$ cat config.mk
export PLATFORM = sky130hd
export DESIGN_NAME = operand_sequencer
export DESIGN_NICKNAME = d
export VERILOG_FILES = /design/src/rtl/operand_sequencer.sv
export SDC_FILE = /design/constraint.sdc
export NUM_CORES = 1
export LEC_CHECK = 0
export ABC_AREA = 0
export BUFFER_PORTS_ARGS = -buffer_cell sky130_fd_sc_hd__buf_2
export CAP_MARGIN = 15
export CELL_PAD_IN_SITES_DETAIL_PLACEMENT = 1
export CELL_PAD_IN_SITES_GLOBAL_PLACEMENT = 1
export CORE_MARGIN = 3
export CORE_UTILIZATION = 38
export DETAILED_ROUTE_END_ITERATION = 10
export MAX_ROUTING_LAYER = met4
export PLACE_DENSITY_LB_ADDON = 0.1
export REMOVE_ABC_BUFFERS = 1
export SLEW_MARGIN = 20
export SYNTH_ARGS = -nofsm -noshare
export SYNTH_HDL_FRONTEND = slang
export SYNTH_SLANG_ARGS = --single-unit
$ cat constraint.sdc
create_clock -name phi1 -period 3.2 [get_ports phi1]
set_clock_uncertainty 0.1 [all_clocks]
set_input_delay 0.64 -clock phi1 [delete_from_list [all_inputs] [get_ports phi1]]
set_output_delay 0.64 -clock phi1 [all_outputs]
set_load 0.05 [all_outputs]
$ cat src/rtl/operand_sequencer.sv
// Operand sequencer: runs the load/store/read-modify-write bus cycles for a fetched
// 6502 instruction and hands the operand and N/Z/C flags to the execute stage.
module operand_sequencer #(
   parameter int REG_WIDTH  = 8,
   parameter int ADDR_WIDTH = 16
) (
   input  logic                  phi1,
   input  logic                  reset,
   input  logic                  instruction_ready,
   input  logic [REG_WIDTH-1:0]  instruction_in,
   input  logic [ADDR_WIDTH-1:0] addr_in,
   input  logic [REG_WIDTH-1:0]  imm_in,
   input  logic [REG_WIDTH-1:0]  store_data,
   input  logic                  carry_in,
   input  logic [REG_WIDTH-1:0]  data_in,
   output logic [ADDR_WIDTH-1:0] bus_addr,
   output logic [REG_WIDTH-1:0]  data_out,
   output logic                  write_en,
   output logic [REG_WIDTH-1:0]  operand_out,
   output logic                  operand_valid,
   output logic                  carry_out,
   output logic                  neg_out,
   output logic                  zero_out,
   output logic                  instruction_done,
   output logic                  busy
);

   typedef enum logic [2:0] {
      S_IDLE, S_READ, S_MODIFY, S_WRITE_OLD, S_WRITE_NEW, S_DONE
   } state_t;

   typedef enum logic [2:0] {
      C_LOAD, C_STORE, C_RMW, C_IMM, C_NOBUS
   } class_t;

   state_t                  state_q;
   class_t                  cls_q, cls_d;
   logic                    ready_q;
   logic                    pending_q;
   logic [2:0]              aaa_q;
   logic                    carry_q;
   logic [REG_WIDTH-1:0]    old_q;
   logic [REG_WIDTH-1:0]    result_q;
   logic                    cres_q;
   logic [ADDR_WIDTH-1:0]   bus_addr_q;
   logic [REG_WIDTH-1:0]    data_out_q;
   logic                    write_en_q;
   logic [REG_WIDTH-1:0]    operand_q;
   logic                    valid_q, done_q, carry_out_q, neg_q, zero_q;

   logic [7:0]              op;
   logic                    rise;
   logic [REG_WIDTH-1:0]    rmw_res;
   logic                    rmw_c;
   logic [REG_WIDTH-1:0]    fin_op;
   logic                    fin_c;

   assign op   = instruction_in[7:0];
   assign rise = instruction_ready && !ready_q;

   always_comb begin
      cls_d = C_LOAD;
      if (op inside {8'h81, 8'h84, 8'h85, 8'h86, 8'h8C, 8'h8D, 8'h8E,
                     8'h91, 8'h94, 8'h95, 8'h96, 8'h99, 8'h9D})
         cls_d = C_STORE;
      else if (op[1:0] == 2'b10 && op[7:5] != 3'b100 && op[7:5] != 3'b101 && op[2])
         cls_d = C_RMW;
      else if ((op[1:0] == 2'b01 && op[4:2] == 3'b010) ||
               (op inside {8'hA0, 8'hA2, 8'hC0, 8'hE0}) ||
               (op[1:0] == 2'b00 && op[4:2] == 3'b100))
         cls_d = C_IMM;
      else if (op[3:0] == 4'h8 || op[3:0] == 4'hA ||
               (op inside {8'h00, 8'h20, 8'h40, 8'h4C, 8'h60, 8'h6C}))
         cls_d = C_NOBUS;
   end

   always_comb begin
      rmw_res = old_q;
      rmw_c   = carry_q;
      case (aaa_q)
         3'b000:  {rmw_c, rmw_res} = {old_q, 1'b0};
         3'b001:  {rmw_c, rmw_res} = {old_q, carry_q};
         3'b010:  {rmw_res, rmw_c} = {1'b0, old_q};
         3'b011:  {rmw_res, rmw_c} = {carry_q, old_q};
         3'b110:  rmw_res = old_q - REG_WIDTH'(1);
         3'b111:  rmw_res = old_q + REG_WIDTH'(1);
         default: ;
      endcase
   end

   // Operand/carry latched on whichever transition enters DONE from the current state.
   always_comb begin
      fin_op = '0;
      fin_c  = carry_q;
      case (state_q)
         S_IDLE: begin
            fin_c = carry_in;
            if (cls_d == C_IMM) fin_op = imm_in;
         end
         S_READ: fin_op = data_in;
         S_WRITE_NEW: begin
            if (cls_q == C_RMW) begin
               fin_op = result_q;
               fin_c  = cres_q;
            end
         end
         default: ;
      endcase
   end

   always_ff @(posedge phi1) begin
      if (reset) begin
         state_q     <= S_IDLE;
         cls_q       <= C_LOAD;
         ready_q     <= 1'b0;
         pending_q   <= 1'b0;
         aaa_q       <= '0;
         carry_q     <= 1'b0;
         old_q       <= '0;
         result_q    <= '0;
         cres_q      <= 1'b0;
         bus_addr_q  <= '0;
         data_out_q  <= '0;
         write_en_q  <= 1'b0;
         operand_q   <= '0;
         valid_q     <= 1'b0;
         done_q      <= 1'b0;
         carry_out_q <= 1'b0;
         neg_q       <= 1'b0;
         zero_q      <= 1'b0;
      end else begin
         ready_q    <= instruction_ready;
         write_en_q <= 1'b0;
         valid_q    <= 1'b0;
         done_q     <= 1'b0;
         if (state_q != S_IDLE && rise) pending_q <= 1'b1;

         case (state_q)
            S_IDLE: begin
               if (rise || pending_q) begin
                  pending_q <= 1'b0;
                  cls_q     <= cls_d;
                  aaa_q     <= op[7:5];
                  carry_q   <= carry_in;
                  case (cls_d)
                     C_LOAD, C_RMW: begin
                        bus_addr_q <= addr_in;
                        state_q    <= S_READ;
                     end
                     C_STORE: begin
                        bus_addr_q <= addr_in;
                        data_out_q <= store_data;
                        write_en_q <= 1'b1;
                        state_q    <= S_WRITE_NEW;
                     end
                     default: state_q <= S_DONE;
                  endcase
               end
            end
            S_READ: begin
               old_q   <= data_in;
               state_q <= (cls_q == C_RMW) ? S_MODIFY : S_DONE;
            end
            S_MODIFY: begin
               result_q   <= rmw_res;
               cres_q     <= rmw_c;
               data_out_q <= old_q;
               write_en_q <= 1'b1;
               state_q    <= S_WRITE_OLD;
            end
            S_WRITE_OLD: begin
               data_out_q <= result_q;
               write_en_q <= 1'b1;
               state_q    <= S_WRITE_NEW;
            end
            S_WRITE_NEW: state_q <= S_DONE;
            default:     state_q <= S_IDLE;
         endcase

         if ((state_q == S_IDLE && (rise || pending_q) && (cls_d == C_IMM || cls_d == C_NOBUS)) ||
             (state_q == S_READ && cls_q != C_RMW) || state_q == S_WRITE_NEW) begin
            operand_q   <= fin_op;
            neg_q       <= fin_op[REG_WIDTH-1];
            zero_q      <= (fin_op == '0);
            carry_out_q <= fin_c;
            valid_q     <= 1'b1;
            done_q      <= 1'b1;
         end
      end
   end

   assign bus_addr         = bus_addr_q;
   assign data_out         = data_out_q;
   assign write_en         = write_en_q;
   assign operand_out      = operand_q;
   assign operand_valid    = valid_q;
   assign carry_out        = carry_out_q;
   assign neg_out          = neg_q;
   assign zero_out         = zero_q;
   assign instruction_done = done_q;
   assign busy             = (state_q != S_IDLE);

endmodule
==> results.cfg, run 1 <==
[critical_path]
crit_chain = nand3_1 > ha_1 > a21oi_1 > o211ai_1 > o41ai_1 > xnor2_1 > nand3_1 > a311oi_1
worstSetupPathType = reg2reg
cp_max_fo = 7
crit_top_cell = nand3_1
crit_path_top_delay_cell = o41ai_1
arrival_ns = 2.74
reg2reg_depth = 8
crit_required_ns = 3.36
cp-end-kind = register
slowest_delay_ns = 0.45
cp-start-kind = register

[synthesis]
syn_area_um2 = 3470
synth-seq-cells = 65
synth_top_area_share_pct = 37.5
synthAdderAreaFrac_pct = 2.74
yosysWarnings = 0
synth_xor_area_share_pct = 1.26
yosysMostFrequentCell = nand2_1
synth_seq_area_share_pct = 37.5
synthFlopType = dfxtp_1
synthTopCellsByArea = dfxtp_1 (38%), mux2i_1 (9.8%), nand2_1 (8.4%), a21oi_1 (5.6%), nor2_1 (4.3%)
postSynthCellCount = 424
ys_top_cells_by_count = nand2_1 (78), dfxtp_1 (65), nor2_1 (40)
synth_top_family_by_area = simple AND/OR/NAND/NOR gates
synth_edf_count = 0
avgSynthCellArea_um2 = 8.17
yosysTopAreaCell = dfxtp_1
synth_simple_gate_area_share_pct = 22.2
async_reset_ff_share_pct = 0
synth_mux_area_share_pct = 11.8
synth_compound_area_share_pct = 18.9
ys_types = 55

[global_routing]
grt_pass1_wl_um = 17600
grt_max_degree = 42
grt_usage_pct = 22.2
grt-ovfl-total = 0
grt_pass1_vias = 3558
antenna_found_initial = 0

[timing]
min_period_ns = 2.59
setup_viol = 0
fin_crit_sh_pct = 80.8
fmax_ghz = 0.387
hold_viol = 0
worstMarginPinSlew_ns = 0.744
worst_slack_ns = 0.614
setup_tns_ns = 0
rsz0062_at_grt = no
final_max_slew_viol_count = 0
max-slew-margin-rel_pct = 50.3

[clocking]
cts_setup_buffers = 0
cts_hold_buf = 0
clock_latency_ns = 0.34
cts_tree = yes
clk_path_buf_depth = 2
ctsRootBufferMaster = clkbuf_8
htree_levels = 3
clkTransAtPathRegs_ns = 0.08
cts-resized-gates = 0
clkSinkCount = 65
cts_made_buffers = 9

[routing]
route.detailed.drc = 0
antenna_left = 0
drt_iter0_markers = 79
detail_route.vias_per_cell = 5.41
wirelength_um = 10500
drt_first_pass_iters = 4
avgRoutedWirePerCell_um = 16.9
vias = 3354

[pwr]
power_density_nw_per_um2 = 760
switching_share_pct = 41.7
power_frac_comb_pct = 42.3
vdd_drop_max_v = 0.000404
p_sw_mw = 1.34
p_clk_share_pct = 24.5
sequentialPowerShare_pct = 33.2
p_int_mw = 1.87
power.leakage_nw = 1.75

[placed_design]
dp_hpwl_um = 7890
placed_cell_area_um2 = 4020
placed_cells = 605
post-place-ws_ns = 0.603
port_buffers = 90
gp_congestion = 0.789

[layout]
postLayoutCellArea_um2 = 4230
drive_gt1_share_pct = 26.2
num_antenna_cells = 0
stdcell_count = 620
nets = 567
syn2layout_area_growth_pct = 22.2

[floorplan]
ios = 91
die_area_um2 = 10300
die_y_um = 102
design.core.area_um2 = 8810
std_cell_rows = 34
die_w_um = 102
start_util_pct = 39.4

[min_path]
hold_class = reg2reg
hold_path_depth = 2

[run_status]
outcome = finished clean

[job]
cap_violations = 0
flip-flops by register name, indices dropped and copies added (netlist names), 3 cells and up:
| register | cells |
|---|---|
| aaa_q | 3 |
| cls_q | 3 |
| result_q | 8 |
| data_out | 8 |
| operand_out | 8 |
| state_q | 3 |
| old_q | 8 |
| bus_addr | 16 |
critical path: cells and delay by family (launching register included):
| family | cells | cell delay, ns |
|---|---|---|
| compound gates | 4 | 1.02 |
| simple gates | 2 | 0.41 |
| flops | 1 | 0.41 |
| fa+ha+maj | 1 | 0.39 |
| xor+xnor | 1 | 0.18 |
cell usage in the layout (no fill, tap or decap), types with 7 or more instances in the layout:
| cell type | instances |
|---|---|
| a21oi_1 | 39 |
| buf_2 | 90 |
| buf_4 | 12 |
| clkbuf_8 | 10 |
| dfxtp_1 | 65 |
| inv_1 | 13 |
| mux2i_1 | 34 |
| nand2_1 | 78 |
| nand4_1 | 10 |
| nor2_1 | 40 |
| nor4_1 | 7 |
| o21ai_0 | 19 |
area by class of cell:
cell class              count  area, um2
multi-input cells         316       1970
flip-flops and latches     65       1300
clock buffers              10        138
repair buffers            103        561
inverters                  13       48.8
clock inverters             5       80.1
fillers                  1120       4570
well taps                 108        135
cell families after synthesis:
group           Yosys count
compound gates           99
xor+xnor                  5
fa+ha+maj                 7
buf+inv                  43
flops                    65
mux                      37
simple gates            168
layer usage:
layer	vias up	track usage, %	wire length, um
met5	-	-	0
met4	0	3.89	50
met3	6	5.44	410
met2	65	37.1	5240
met1	1624	27.6	4790
li1	1659	-	-
power groups by stage:
stage / logic (mW) / clock network (mW) / registers [mW]
after detailed placement: 1.36 / 0 / 1.09
after floorplan: 0.724 / 0 / 1.30
final: 1.36 / 0.787 / 1.07
after global placement: 1.34 / 0 / 1.08
after CTS: 1.37 / 0.807 / 1.07
after global routing: 1.50 / 0.847 / 1.09
stage by stage:
| step | hold slack [ns] | util (%) | power [mW] |
|---|---|---|---|
| after floorplan | 0.326 | - | 2.02 |
| after global placement | 0.341 | 45.6 | 2.42 |
| after detailed placement | 0.352 | 45.6 | 2.45 |
| after CTS | 0.363 | 48.1 | 3.25 |
| after global routing | 0.389 | 48.1 | 3.43 |
| final | 0.356 | 48.1 | 3.22 |
worst paths after layout:
path	from	end	slack (ns)
worst min-delay path	zero_out$_SDFFE_PP0P_	zero_out$_SDFFE_PP0P_	0.36
worst max-delay path	aaa_q[1]$_SDFFE_PP0P_	result_q[7]$_SDFFE_PP0N_	0.61
worst min register to register	zero_out$_SDFFE_PP0P_	zero_out$_SDFFE_PP0P_	0.36
worst max register to register	aaa_q[1]$_SDFFE_PP0P_	result_q[7]$_SDFFE_PP0N_	0.61
Power figures use the tool's default switching activity.
==> inputs of run 2 (changes only) <==
Clock period 3.2 ns to 2.4 ns, I/O delays scaled along.
==> results.cfg, run 2 (synthesized netlist as in run 1, its figures left out) <==
[placed_design]
post-place-ws_ns = 0.000727
dp_hpwl_um = 8050
placed_cell_area_um2 = 4170
gp_congestion = 0.822
placed_cells = 622
port_buffers = 90

[layout]
drive_gt1_share_pct = 29.1
syn2layout_area_growth_pct = 27.9
nets = 584
num_antenna_cells = 0
postLayoutCellArea_um2 = 4430
stdcell_count = 638
mostFrequentLayoutCell = buf_2
largest_register_ff_count = 16
num-fill-cells = 1108
layout_common_cells = buf_2 (90), nand2_1 (78), dfxtp_1 (65), nor2_1 (40), a21oi_1 (38)

[critical_path]
r2r_setup_slack_ns = 0.11
cp-start-kind = register
worstSetupPathType = reg2reg
arrival_ns = 2.46
reg2reg_depth = 10
cp-end-kind = register
crit_required_ns = 2.58
cp_max_fo = 6
regToRegStartpoint = aaa_q[2]$_SDFFE_PP0P_
reg2reg_to = result_q[4]$_SDFFE_PP0N_

[min_path]
hold_start = addr_in[7]
whs_endpoint = bus_addr[7]$_SDFFE_PP0P_
hold_path_depth = 3
hold_class = in2reg

[timing]
worstMarginPinSlew_ns = 0.810
setup_viol = 0
final_max_slew_viol_count = 0
setup_tns_ns = 0
min_period_ns = 2.29
worst_slack_ns = 0.112
max-slew-margin-rel_pct = 45.6
fin_crit_sh_pct = 95.3
hold_viol = 0
fmax_ghz = 0.437

[floorplan]
die_area_um2 = 10300
die_y_um = 102
design.core.area_um2 = 8810
ios = 91
start_util_pct = 39.4
die_w_um = 102
std_cell_rows = 34

[clocking]
cts_setup_buffers = 0
clkTransAtPathRegs_ns = 0.08
clk_path_buf_depth = 2
cts-resized-gates = 1
cts_made_buffers = 9
clkSinkCount = 65
clock_latency_ns = 0.35
cts_hold_buf = 0
htree_levels = 3
ctsRootBufferMaster = clkbuf_8
cts_tree = yes

[job]
cap_violations = 0

[routing]
wirelength_um = 10500
antenna_left = 0
avgRoutedWirePerCell_um = 16.5
drt_iter0_markers = 133
detail_route.vias_per_cell = 5.39
vias = 3439
route.detailed.drc = 0
drt_first_pass_iters = 4

[global_routing]
grt-ovfl-total = 0
grt_usage_pct = 22.0
antenna_found_initial = 0
grt_pass1_wl_um = 17500
grt_max_degree = 28
grt_pass1_vias = 3586

[pwr]
power.leakage_nw = 1.86
vdd_drop_max_v = 0.000594
power_density_nw_per_um2 = 1030

[run_status]
outcome = finished clean
[run 2: worst max-delay path, stage by stage (launching register included)]
cell and delay (ns):
dfxtp_1 0.32, nand3_1 0.08, buf_4 0.15, inv_1 0.05, fa_1 0.38, nand2b_1 0.16, a21boi_0 0.30, or3_1 0.16
a31oi_1 0.08, a211o_1 0.30, a21oi_1 0.14
[run 2: final cells by class]
| type | instances | area [um2] | area share (%) |
|---|---|---|---|
| clock inverters | 6 | 114 | 2.57 |
| repair buffers | 120 | 713 | 16.1 |
| clock buffers | 10 | 138 | 3.11 |
| well taps | 108 | 135 | 3.05 |
| flip-flops and latches | 65 | 1300 | 29.4 |
| inverters | 13 | 48.8 | 1.10 |
| multi-input cells | 316 | 1980 | 44.7 |
[run 2: worst max-delay path by stage]
stage / start / endpoint / slack [ns] / depth (start not counted)
5_1_grt: aaa_q[2]$_SDFFE_PP0P_ / result_q[7]$_SDFFE_PP0N_ / -0.004 / 10
6_report: aaa_q[2]$_SDFFE_PP0P_ / result_q[4]$_SDFFE_PP0N_ / 0.11 / 10
2_1_floorplan: state_q[0]$_SDFFE_PP0P_ / bus_addr[0]$_SDFFE_PP0P_ / -0.18 / 5
3_3_place_gp: instruction_in[7] / carry_out$_SDFFE_PP0P_ / 0.15 / 8
4_1_cts: aaa_q[0]$_SDFFE_PP0P_ / result_q[7]$_SDFFE_PP0N_ / 0.07 / 10
3_5_place_dp: aaa_q[2]$_SDFFE_PP0P_ / result_q[7]$_SDFFE_PP0N_ / 0.0007 / 10
[run 2: metal layers]
metal	track usage, %	part of all wire, %
met4	4.29	0.89
met1	28.0	47
met3	3.99	3.6
met2	36.6	49
met5	-	0
[run 2: where the power goes]
part           total, mW  switching [mW]  internal (mW)
clock               1.19           0.470          0.722
combinational       2.02            1.25          0.768
sequential          1.37           0.138           1.23
total               4.58            1.86           2.73
[run 2: stage by stage]
stage / util [%] / hold WS, ns / total power [mW]
after global placement: 47.3 / 0.338 / 3.36
after global routing: 50.3 / 0.273 / 4.85
after floorplan: - / 0.326 / 2.69
after CTS: 50.3 / 0.253 / 4.62
final: 50.3 / 0.264 / 4.58
after detailed placement: 47.3 / 0.347 / 3.40
==> inputs of run 3 (changes only) <==
==> constraint.sdc (replaced) <==
create_clock -name phi1 -period 2.4 [get_ports phi1]
set_clock_uncertainty 0.1 [all_clocks]
set_input_delay 0.12 -clock phi1 [delete_from_list [all_inputs] [get_ports phi1]]
set_output_delay 0.12 -clock phi1 [all_outputs]
set_load 0.05 [all_outputs]
==> results.cfg, run 3 (synthesized netlist as in run 1, its figures left out) <==
[run_status]
outcome = finished clean

[layout]
fin_util_pct = 51.6
layout_common_cells = buf_2 (90), nand2_1 (78), dfxtp_1 (65), nor2_1 (40), a21oi_1 (39)
mostFrequentLayoutCell = buf_2
drive_gt1_share_pct = 26.5
largest_register_ff_count = 16
num-fill-cells = 1104
postLayoutCellArea_um2 = 4540
num_antenna_cells = 0
nets = 604
syn2layout_area_growth_pct = 31.0
stdcell_count = 658

[timing]
hold_viol = 0
rsz0062_at_grt = no
fmax_ghz = 0.447
setup_viol = 0
worst_slack_ns = 0.161
final_max_slew_viol_count = 0
setup_tns_ns = 0
fin_crit_sh_pct = 93.3
min_period_ns = 2.24
hold_slack_ns = 0.00761
max-slew-margin-rel_pct = 62.0
worstMarginPinSlew_ns = 0.571

[floorplan]
std_cell_rows = 34
design.core.area_um2 = 8810
start_util_pct = 39.4
die_w_um = 102
die_y_um = 102
die_area_um2 = 10300
ios = 91

[global_routing]
grt_max_degree = 29
grt_usage_pct = 23.2
use_met2_pct = 39.6
met1_usage_pct = 27.4
grt_use_met3_pct = 4.13
grt_pass1_wl_um = 18300
grt_busiest_layer = met2
grt_pass1_vias = 3729
grt-ovfl-total = 0
antenna_found_initial = 0

[clocking]
clkSinkCount = 65
htree_levels = 3
clock_latency_ns = 0.35
ctsRootBufferMaster = clkbuf_8
clk_path_buf_depth = 2
cts_made_buffers = 9
clkTransAtPathRegs_ns = 0.08
cts_setup_buffers = 0
cts_tree = yes

[routing]
drt_iter0_markers = 109
avgRoutedWirePerCell_um = 17.0
wirelength_um = 11200
vias = 3541
drt_first_pass_iters = 4
route.detailed.drc = 0
detail_route.vias_per_cell = 5.38
antenna_left = 0

[critical_path]
slowest_delay_ns = 0.48
worstSetupPathType = reg2reg
crit_buf_inv = 0
cp_max_fo = 7
cp-start-kind = register
crit_path_top_delay_cell = mux4_2
arrival_ns = 2.38
crit_top_cell = a21oi_1
cp-end-kind = register
crit_path_start = aaa_q[0]$_SDFFE_PP0P_
crit_required_ns = 2.54
cp_top_family = multiplexers
crit_chain = nand3_4 > ha_1 > a21oi_1 > o21ai_0 > xor2_1 > mux4_2 > nand2_1 > a21oi_1
regToRegStartpoint = aaa_q[0]$_SDFFE_PP0P_

[pwr]
power_density_nw_per_um2 = 927
power.leakage_nw = 1.90
power_mw = 4.21
vdd_drop_max_v = 0.000415

[placed_design]
gp_congestion = 0.868
port_buffers = 90
placed_cell_area_um2 = 4080
post-place-ws_ns = -0.0450
dp_hpwl_um = 8020
placed_cells = 615

[job]
cap_violations = 0

[min_path]
hold_class = in2reg
hold_start = instruction_in[6]
[run 3: cell types whose count changed in the layout (fill, tap and decap cells not counted), moves of 3 or more]
cell	change
bufinv_16	-3
clkinv_2	+3
buf_12	-3
dlygate4sd3_1	+27
buf_4	-4
[run 3: layout make-up]
| class | instances | area (um2) | share of cell area, % |
|---|---|---|---|
| Clock inverter | 5 | 31.3 | 0.689 |
| Tap cell | 108 | 135 | 2.98 |
| Multi-Input combinational cell | 316 | 1990 | 43.8 |
| Clock buffer | 11 | 141 | 3.11 |
| Inverter | 13 | 48.8 | 1.07 |
| Sequential cell | 65 | 1300 | 28.7 |
| Timing Repair Buffer | 140 | 893 | 19.7 |
[run 3: final timing paths]
path | slack (ns) | depth (start not counted) | to
max | 0.16 | 8 | result_q[3]$_SDFFE_PP0N_
min | 0.008 | 3 | aaa_q[1]$_SDFFE_PP0P_
max reg2reg | 0.16 | 8 | result_q[3]$_SDFFE_PP0N_
min reg2reg | 0.36 | 2 | cls_q[0]$_SDFFE_PP0P_
[run 3: worst reg2reg max path, cell delays in order, from the launching register on]
cell and delay (ns):
dfxtp_1 0.44, nand3_4 0.15, ha_1 0.31, a21oi_1 0.22
o21ai_0 0.14, xor2_1 0.16, mux4_2 0.48, nand2_1 0.08
a21oi_1 0.06
[run 3: report_power, final]
| part | total [mW] | switching, mW | internal (mW) |
|---|---|---|---|
| registers | 1.37 | 0.135 | 1.23 |
| clock network | 0.850 | 0.450 | 0.400 |
| logic | 1.99 | 1.26 | 0.734 |
[run 3: per-layer routing]
metal,vias up,part of all wire [%]
li1,1736,-
met1,1697,45
met2,92,49
met3,16,4.5
met4,0,1.4
met5,-,0
[run 3: what timing repair did]
item,CTS,global route
endpoints found under the setup margin,2,3
cloned,0,0
hold endpoints to repair,27,0
hold buffers,27,0
gates resized for setup,1,3
